`src/rtl/ram_march_bist_if.sv`:
```
// RAM-side bus of the March C- BIST: host request signals in, RAM port out.
// master = BIST/mux side, slave = host + RAM side.
interface ram_march_bist_if #(
  parameter int DATA_WIDTH = 4,
  parameter int DEPTH      = 16,
  parameter int AW         = $clog2(DEPTH)
) ();
  // No valid/ready pair on this bus: every cycle is a RAM operation. A write
  // happens in any cycle with ram_we=1. ram_dout carries the word addressed in
  // the previous cycle. The host side is only honoured while the BIST is idle.
  logic                  host_we;
  logic [AW-1:0]         host_addr;
  logic [DATA_WIDTH-1:0] host_din;
  logic                  ram_we;
  logic [AW-1:0]         ram_addr;
  logic [DATA_WIDTH-1:0] ram_din;
  logic [DATA_WIDTH-1:0] ram_dout;

  modport master (
    input  host_we, host_addr, host_din, ram_dout,
    output ram_we, ram_addr, ram_din
  );

  modport slave (
    output host_we, host_addr, host_din, ram_dout,
    input  ram_we, ram_addr, ram_din
  );
endinterface

```
`src/rtl/ram_march_bist.sv`:
```
// March C- self-test sequencer with host pass-through mux for a synchronous-read RAM.
// Reads are checked one cycle later against the pipelined expected background.
module ram_march_bist #(
  parameter int DATA_WIDTH = 4,
  parameter int DEPTH      = 16,
  parameter int AW         = $clog2(DEPTH)
) (
  input  logic            clk,
  input  logic            rst,
  input  logic            start,
  ram_march_bist_if.master bus,
  output logic            busy,
  output logic            done,
  output logic            pass,
  output logic [AW-1:0]   fail_addr,
  output logic [2:0]      fail_elem,
  output logic [7:0]      err_count,
  output logic [1:0]      dbg_state
);
  typedef enum logic [1:0] {IDLE, RUN, DRAIN, DONE} state_t;

  localparam logic [AW-1:0]         LAST = AW'(DEPTH - 1);
  localparam logic [DATA_WIDTH-1:0] ONES = '1;

  state_t                state_q, state_d;
  logic [AW-1:0]         addr_q, addr_d;
  logic [2:0]            elem_q, elem_d;
  logic                  phase_q, phase_d;
  logic                  cmp_valid_q, cmp_valid_d;
  logic [DATA_WIDTH-1:0] cmp_exp_q, cmp_exp_d;
  logic [AW-1:0]         cmp_addr_q, cmp_addr_d;
  logic [2:0]            cmp_elem_q, cmp_elem_d;
  logic [7:0]            err_count_q, err_count_d;
  logic [AW-1:0]         fail_addr_q, fail_addr_d;
  logic [2:0]            fail_elem_q, fail_elem_d;
  logic                  pass_q, pass_d;

  logic                  is_down, is_read, is_write, last_addr, step, mismatch;
  logic [DATA_WIDTH-1:0] rd_bg, wr_bg;

  always_comb begin
    state_d     = state_q;
    addr_d      = addr_q;
    elem_d      = elem_q;
    phase_d     = phase_q;
    cmp_valid_d = 1'b0;
    cmp_exp_d   = cmp_exp_q;
    cmp_addr_d  = cmp_addr_q;
    cmp_elem_d  = cmp_elem_q;
    err_count_d = err_count_q;
    fail_addr_d = fail_addr_q;
    fail_elem_d = fail_elem_q;
    pass_d      = pass_q;

    // M3/M4 walk downwards; M2/M4 read ones; M1/M3 write ones.
    is_down   = (elem_q == 3'd3) || (elem_q == 3'd4);
    rd_bg     = ((elem_q == 3'd2) || (elem_q == 3'd4)) ? ONES : '0;
    wr_bg     = ((elem_q == 3'd1) || (elem_q == 3'd3)) ? ONES : '0;
    is_read   = (state_q == RUN) && (elem_q != 3'd0) && ((elem_q == 3'd5) || !phase_q);
    is_write  = (state_q == RUN) && !is_read;
    last_addr = is_down ? (addr_q == '0) : (addr_q == LAST);
    step      = (elem_q == 3'd0) || (elem_q == 3'd5) || phase_q;
    mismatch  = cmp_valid_q && (bus.ram_dout != cmp_exp_q);

    if (state_q == IDLE) begin
      bus.ram_we   = bus.host_we;
      bus.ram_addr = bus.host_addr;
      bus.ram_din  = bus.host_din;
    end else begin
      bus.ram_we   = is_write;
      bus.ram_addr = addr_q;
      bus.ram_din  = is_write ? wr_bg : '0;
    end

    if (mismatch) begin
      if (err_count_q != 8'hFF) err_count_d = err_count_q + 8'd1;
      if (err_count_q == 8'd0) begin
        fail_addr_d = cmp_addr_q;
        fail_elem_d = cmp_elem_q;
      end
    end

    case (state_q)
      IDLE: begin
        if (start) begin
          state_d     = RUN;
          addr_d      = '0;
          elem_d      = 3'd0;
          phase_d     = 1'b0;
          pass_d      = 1'b0;
          err_count_d = 8'd0;
          fail_addr_d = '0;
          fail_elem_d = 3'd0;
        end
      end
      RUN: begin
        if (is_read) begin
          cmp_valid_d = 1'b1;
          cmp_exp_d   = rd_bg;
          cmp_addr_d  = addr_q;
          cmp_elem_d  = elem_q;
        end
        if (!step) begin
          phase_d = 1'b1;
        end else begin
          phase_d = 1'b0;
          if (last_addr) begin
            if (elem_q == 3'd5) begin
              state_d = DRAIN;
              addr_d  = '0;
              elem_d  = 3'd0;
            end else begin
              elem_d = elem_q + 3'd1;
              // M3 and M4 start at the top address.
              addr_d = ((elem_q == 3'd2) || (elem_q == 3'd3)) ? LAST : '0;
            end
          end else begin
            addr_d = is_down ? addr_q - 1'b1 : addr_q + 1'b1;
          end
        end
      end
      DRAIN: begin
        state_d = DONE;
        pass_d  = (err_count_d == 8'd0);
      end
      default: state_d = IDLE;
    endcase
  end

  always_ff @(posedge clk) begin
    if (rst) begin
      state_q     <= IDLE;
      addr_q      <= '0;
      elem_q      <= 3'd0;
      phase_q     <= 1'b0;
      cmp_valid_q <= 1'b0;
      cmp_exp_q   <= '0;
      cmp_addr_q  <= '0;
      cmp_elem_q  <= 3'd0;
      err_count_q <= 8'd0;
      fail_addr_q <= '0;
      fail_elem_q <= 3'd0;
      pass_q      <= 1'b0;
    end else begin
      state_q     <= state_d;
      addr_q      <= addr_d;
      elem_q      <= elem_d;
      phase_q     <= phase_d;
      cmp_valid_q <= cmp_valid_d;
      cmp_exp_q   <= cmp_exp_d;
      cmp_addr_q  <= cmp_addr_d;
      cmp_elem_q  <= cmp_elem_d;
      err_count_q <= err_count_d;
      fail_addr_q <= fail_addr_d;
      fail_elem_q <= fail_elem_d;
      pass_q      <= pass_d;
    end
  end

  assign busy      = (state_q == RUN) || (state_q == DRAIN);
  assign done      = (state_q == DONE);
  assign pass      = pass_q;
  assign fail_addr = fail_addr_q;
  assign fail_elem = fail_elem_q;
  assign err_count = err_count_q;
  assign dbg_state = state_q;
endmodule

```
`src/flat_wrapper.sv`:
```
// flat-port wrapper written by rule: the top's interface ports become plain ports
module ram_march_bist_flat 
#(
  parameter int DATA_WIDTH = 4,
  parameter int DEPTH      = 16,
  parameter int AW         = $clog2(DEPTH)
)
  (clk, rst, start, busy, done, pass, fail_addr, fail_elem, err_count, dbg_state, bus_host_we, bus_host_addr, bus_host_din, bus_ram_dout, bus_ram_we, bus_ram_addr, bus_ram_din);
  ram_march_bist_if #(.DATA_WIDTH(DATA_WIDTH), .DEPTH(DEPTH), .AW(AW)) bus_i ();
  input  logic clk;
  input  logic rst;
  input  logic start;
  output logic busy;
  output logic done;
  output logic pass;
  output logic [AW-1:0] fail_addr;
  output logic [2:0] fail_elem;
  output logic [7:0] err_count;
  output logic [1:0] dbg_state;
  input wire logic [$bits(bus_i.host_we)-1:0] bus_host_we;
  input wire logic [$bits(bus_i.host_addr)-1:0] bus_host_addr;
  input wire logic [$bits(bus_i.host_din)-1:0] bus_host_din;
  input wire logic [$bits(bus_i.ram_dout)-1:0] bus_ram_dout;
  output wire logic [$bits(bus_i.ram_we)-1:0] bus_ram_we;
  output wire logic [$bits(bus_i.ram_addr)-1:0] bus_ram_addr;
  output wire logic [$bits(bus_i.ram_din)-1:0] bus_ram_din;
  assign bus_i.host_we = bus_host_we;
  assign bus_i.host_addr = bus_host_addr;
  assign bus_i.host_din = bus_host_din;
  assign bus_i.ram_dout = bus_ram_dout;
  assign bus_ram_we = bus_i.ram_we;
  assign bus_ram_addr = bus_i.ram_addr;
  assign bus_ram_din = bus_i.ram_din;
  ram_march_bist #(.DATA_WIDTH(DATA_WIDTH), .DEPTH(DEPTH), .AW(AW)) u_core (.clk(clk), .rst(rst), .start(start), .bus(bus_i), .busy(busy), .done(done), .pass(pass), .fail_addr(fail_addr), .fail_elem(fail_elem), .err_count(err_count), .dbg_state(dbg_state));
endmodule
```
`config.mk`:
```
export PLATFORM = sky130hd
export DESIGN_NAME = ram_march_bist_flat
export DESIGN_NICKNAME = d
export VERILOG_FILES = /design/src/rtl/ram_march_bist_if.sv /design/src/rtl/ram_march_bist.sv /design/src/flat_wrapper.sv
export SDC_FILE = /design/constraint.sdc
export NUM_CORES = 1
export LEC_CHECK = 0
export CAP_MARGIN = 20
export CORE_MARGIN = 1
export CORE_UTILIZATION = 50
export DETAILED_ROUTE_END_ITERATION = 7
export PLACE_DENSITY = 0.87
export SYNTH_ARGS = -nofsm -noshare
export SYNTH_HDL_FRONTEND = slang
export SYNTH_SLANG_ARGS = --single-unit
```
`constraint.sdc`:
```
create_clock -name clk -period 2.66 [get_ports clk]
set_clock_uncertainty 0.05 [all_clocks]
set_input_delay 0.532 -clock clk [delete_from_list [all_inputs] [get_ports clk]]
set_output_delay 0.532 -clock clk [all_outputs]
set_load 0.01 [all_outputs]
```
==> impl_metrics.csv <==
group,metric,value,unit
floorplanning,start_util,53.5,%
floorplanning,design.die.area,0.00429,mm2
global_route,grt_pass1_vias,1694,
global_route,grt_overflow,0,
global_route,antenna_found_initial,0,
power_and_ir_drop,p_total,1.83,mW
synth,syn_avg_cell_area,8.51,um2
final_layout,drive_gt1_share,13.0,%
cts,cts-root-buf,"clkbuf_8",
route,vias_per_cell,5.62,
status,status,"complete, no violations",
setup_path,cp-end-kind,"output port",
sta,fmax,390,MHz
sta,post-route-period-util,96.3,%
synth,synthFlopType,"dfxtp_1",
power_and_ir_drop,vdd_drop_max,508,uV
sta,finalWorstSetupSlack,0.0983,ns
sta,setup_violations,0,
synth,ys_ff_latch,35,
final_layout,areaGrowthSynthToFinish,32.7,%
synth,ys_seq_area_share,34.7,%
synth,synth_cell_types,48,
hold_path,hp-class,"reg -> reg",
floorplanning,rows,22,
global_route,grt_pass1_wl,7.60,mm
sta,fin_tns_setup,0,ns
setup_path,crit_path_max_fanout,10,
placed_design,io_buffer_count,44,
floorplanning,core_area,0.00377,mm2
route,routed_wl,4.68,mm
setup_path,path_class,"reg -> out",
floorplanning,num_io_pins,45,
synth,synthCells,237,
sta,slew_headroom,71.4,%
cts,cts.htree.levels,2,
synth,synth-edff-count,0,
route,dr.pass1.iters,4,
floorplanning,die_w,65.5,um
power_and_ir_drop,powerDensity,683,mW/mm2
synth,synthArstFlopShare,0,%
flow_run,drv_cap,0,
sta,tightestPinTransition,0.425,ns
synth,synthesis.area,0.00202,mm2
route,vias,1870,
cts,cts_buffers,5,
sta,hold_viol,0,
cts,post-cts-setup-buffers,0,
sta,fin_crit,2.56,ns
global_route,grt_max_degree,16,
placed_design,finalWeightedCongestion,0.846,
route,detail_route.wl_per_cell,14.1,um
global_route,grt_usage,23.5,%
route,drt-initial-drc-count,120,
setup_path,cp-start-kind,"flip-flop",
placed_design,hpwl,3.30,mm
sta,finalMaxSlewViolations,0,
final_layout,stdcell_count,333,
cts,clock-sinks,35,
setup_path,cp_data_arrival_time,1.98,ns
placed_design,dp.cells,325,
final_layout,nNetsFinal,311,
cts,clk_path_buf_depth,2,
cts,cts_tree,"done",
placed_design,pre_cts_slack,0.0392,ns
cts,clkTransAtPathRegs,0.07,ns
setup_path,cp.required,2.08,ns
final_layout,n_antenna_cell,0,
final_layout,final_core_util,71.0,%
route,ant_nets,0,
power_and_ir_drop,p_leak,1.14,nW
route,drc,0,
synth,syn-num-nets,264,
synth,yosys_warnings,0,
floorplanning,chipHeight,65.5,um
cts,clk-insertion-delay-late,0.29,ns
-- final cells by class --
class	instances	area, um2
clock inverter	2	60.1
sequential	35	708
multi-input combinational	181	1250
tap	48	60.1
clock buffer	6	72.6
fill	286	1090
timing repair buffer	50	485
inverter	11	41.3
-- synth_stat cells, types with 2 or more instances --
cell type / number / share of area, %
nor2b_1: 2 / 0.62
xnor2_1: 3 / 1.3
inv_1: 11 / 2.0
a21oi_1: 8 / 2.0
dfxtp_1: 35 / 35
ha_1: 10 / 6.2
mux2_2: 5 / 2.8
and2_1: 3 / 0.93
o21ai_0: 16 / 4.0
nand2_1: 27 / 5.0
nor3_1: 2 / 0.50
buf_2: 3 / 0.74
xor2_1: 4 / 1.7
mux2i_1: 17 / 8.4
a21o_1: 5 / 1.9
nand4_1: 5 / 1.6
nand3_1: 4 / 0.99
and3_1: 2 / 0.62
clkbuf_1: 7 / 1.3
a22oi_1: 4 / 1.5
a22o_1: 3 / 1.3
nor2_1: 34 / 6.3
o2111ai_1: 2 / 0.87
-- worst max-delay path, stage by stage, from the launching register on --
cell             delay (ns)
dfxtp_4                0.40
nand2b_1               0.16
a21oi_1                0.10
o21ai_2                0.21
o2111ai_2              0.19
nand2_1                0.09
clkdlybuf4s50_1        0.53
-- what timing repair did --
action | 4_1_cts | 5_1_grt
hold buffers | 0 | 0
gates resized for setup | 3 | 6
setup endpoints to repair | 5 | 5
pin swaps | 0 | 1
-- report_power, final --
part	switching [mW]	internal [mW]	total (mW)
Combinational	0.329	0.329	0.658
Clock	0.197	0.375	0.572
Sequential	0.0444	0.554	0.598
-- flip-flops by register name, summed over array words and instances (netlist names) --
| name | count |
|---|---|
| u_core.err_count | 8 |
| u_core.addr_q | 4 |
| u_core.cmp_addr_q | 4 |
| u_core.fail_addr | 4 |
| u_core.cmp_elem_q | 3 |
| u_core.elem_q | 3 |
| u_core.fail_elem | 3 |
| u_core.dbg_state | 2 |
| u_core.cmp_exp_q | 1 |
| u_core.cmp_valid_q | 1 |
| u_core.pass | 1 |
| u_core.phase_q | 1 |
-- per-layer routing --
| metal | GRT usage (%) | wire length (um) | vias up |
|---|---|---|---|
| met5 | 0 | 0 | - |
| met4 | 12.5 | 132 | 0 |
| met3 | 6.25 | 230 | 17 |
| met2 | 40.2 | 2330 | 64 |
| met1 | 26.4 | 1990 | 861 |
| li1 | - | - | 928 |
-- metrics by stage --
stage / area, um2 / hold WS, ns
6_report: 2680 / 0.453
5_1_grt: 2680 / 0.470
4_1_cts: 2660 / 0.450
3_5_place_dp: 2520 / 0.437
3_3_place_gp: 2520 / 0.423
2_1_floorplan: 2020 / 0.409
-- worst paths after layout --
check                             from             endpoint  slack, ns  cells after the start
setup reg to reg      u_core.elem_q[1]     u_core.addr_q[3]       0.46                      8
hold reg to reg   u_core.cmp_addr_q[0]  u_core.fail_addr[0]       0.45                      2
hold / removal    u_core.cmp_addr_q[0]  u_core.fail_addr[0]       0.45                      2
setup / recovery      u_core.elem_q[1]       bus_ram_din[2]        0.1                      6
-- logic make-up (layout without fill, tap and decap cells) --
| logic type | after synthesis | in the layout | share of synthesized area, % |
|---|---|---|---|
| multiplexers | 24 | 24 | 12.7 |
| AO/OA/AOI/OAI | 49 | 49 | 16.6 |
| adder cells (fa/ha/maj) | 11 | 11 | 7.20 |
| buffers and inverters | 21 | 69 | 4.09 |
| XOR/XNOR | 7 | 7 | 3.04 |
| flip-flops | 35 | 35 | 34.7 |
| AND/OR/NAND/NOR | 90 | 90 | 21.7 |
-- layout by cell type (no fill, tap or decap), types with 5 or more instances in the layout --
cell	synthesis	layout
clkbuf_8	0	5
nand4_1	5	5
inv_1	11	11
buf_4	0	6
nand2_1	27	27
ha_1	10	9
dfxtp_1	35	31
clkdlybuf4s50_1	0	44
mux2_2	5	5
nor2_1	34	33
o21ai_0	16	16
a21o_1	5	5
a21oi_1	8	8
mux2i_1	17	17
Note: power is estimated with default switching activity, not from simulation.
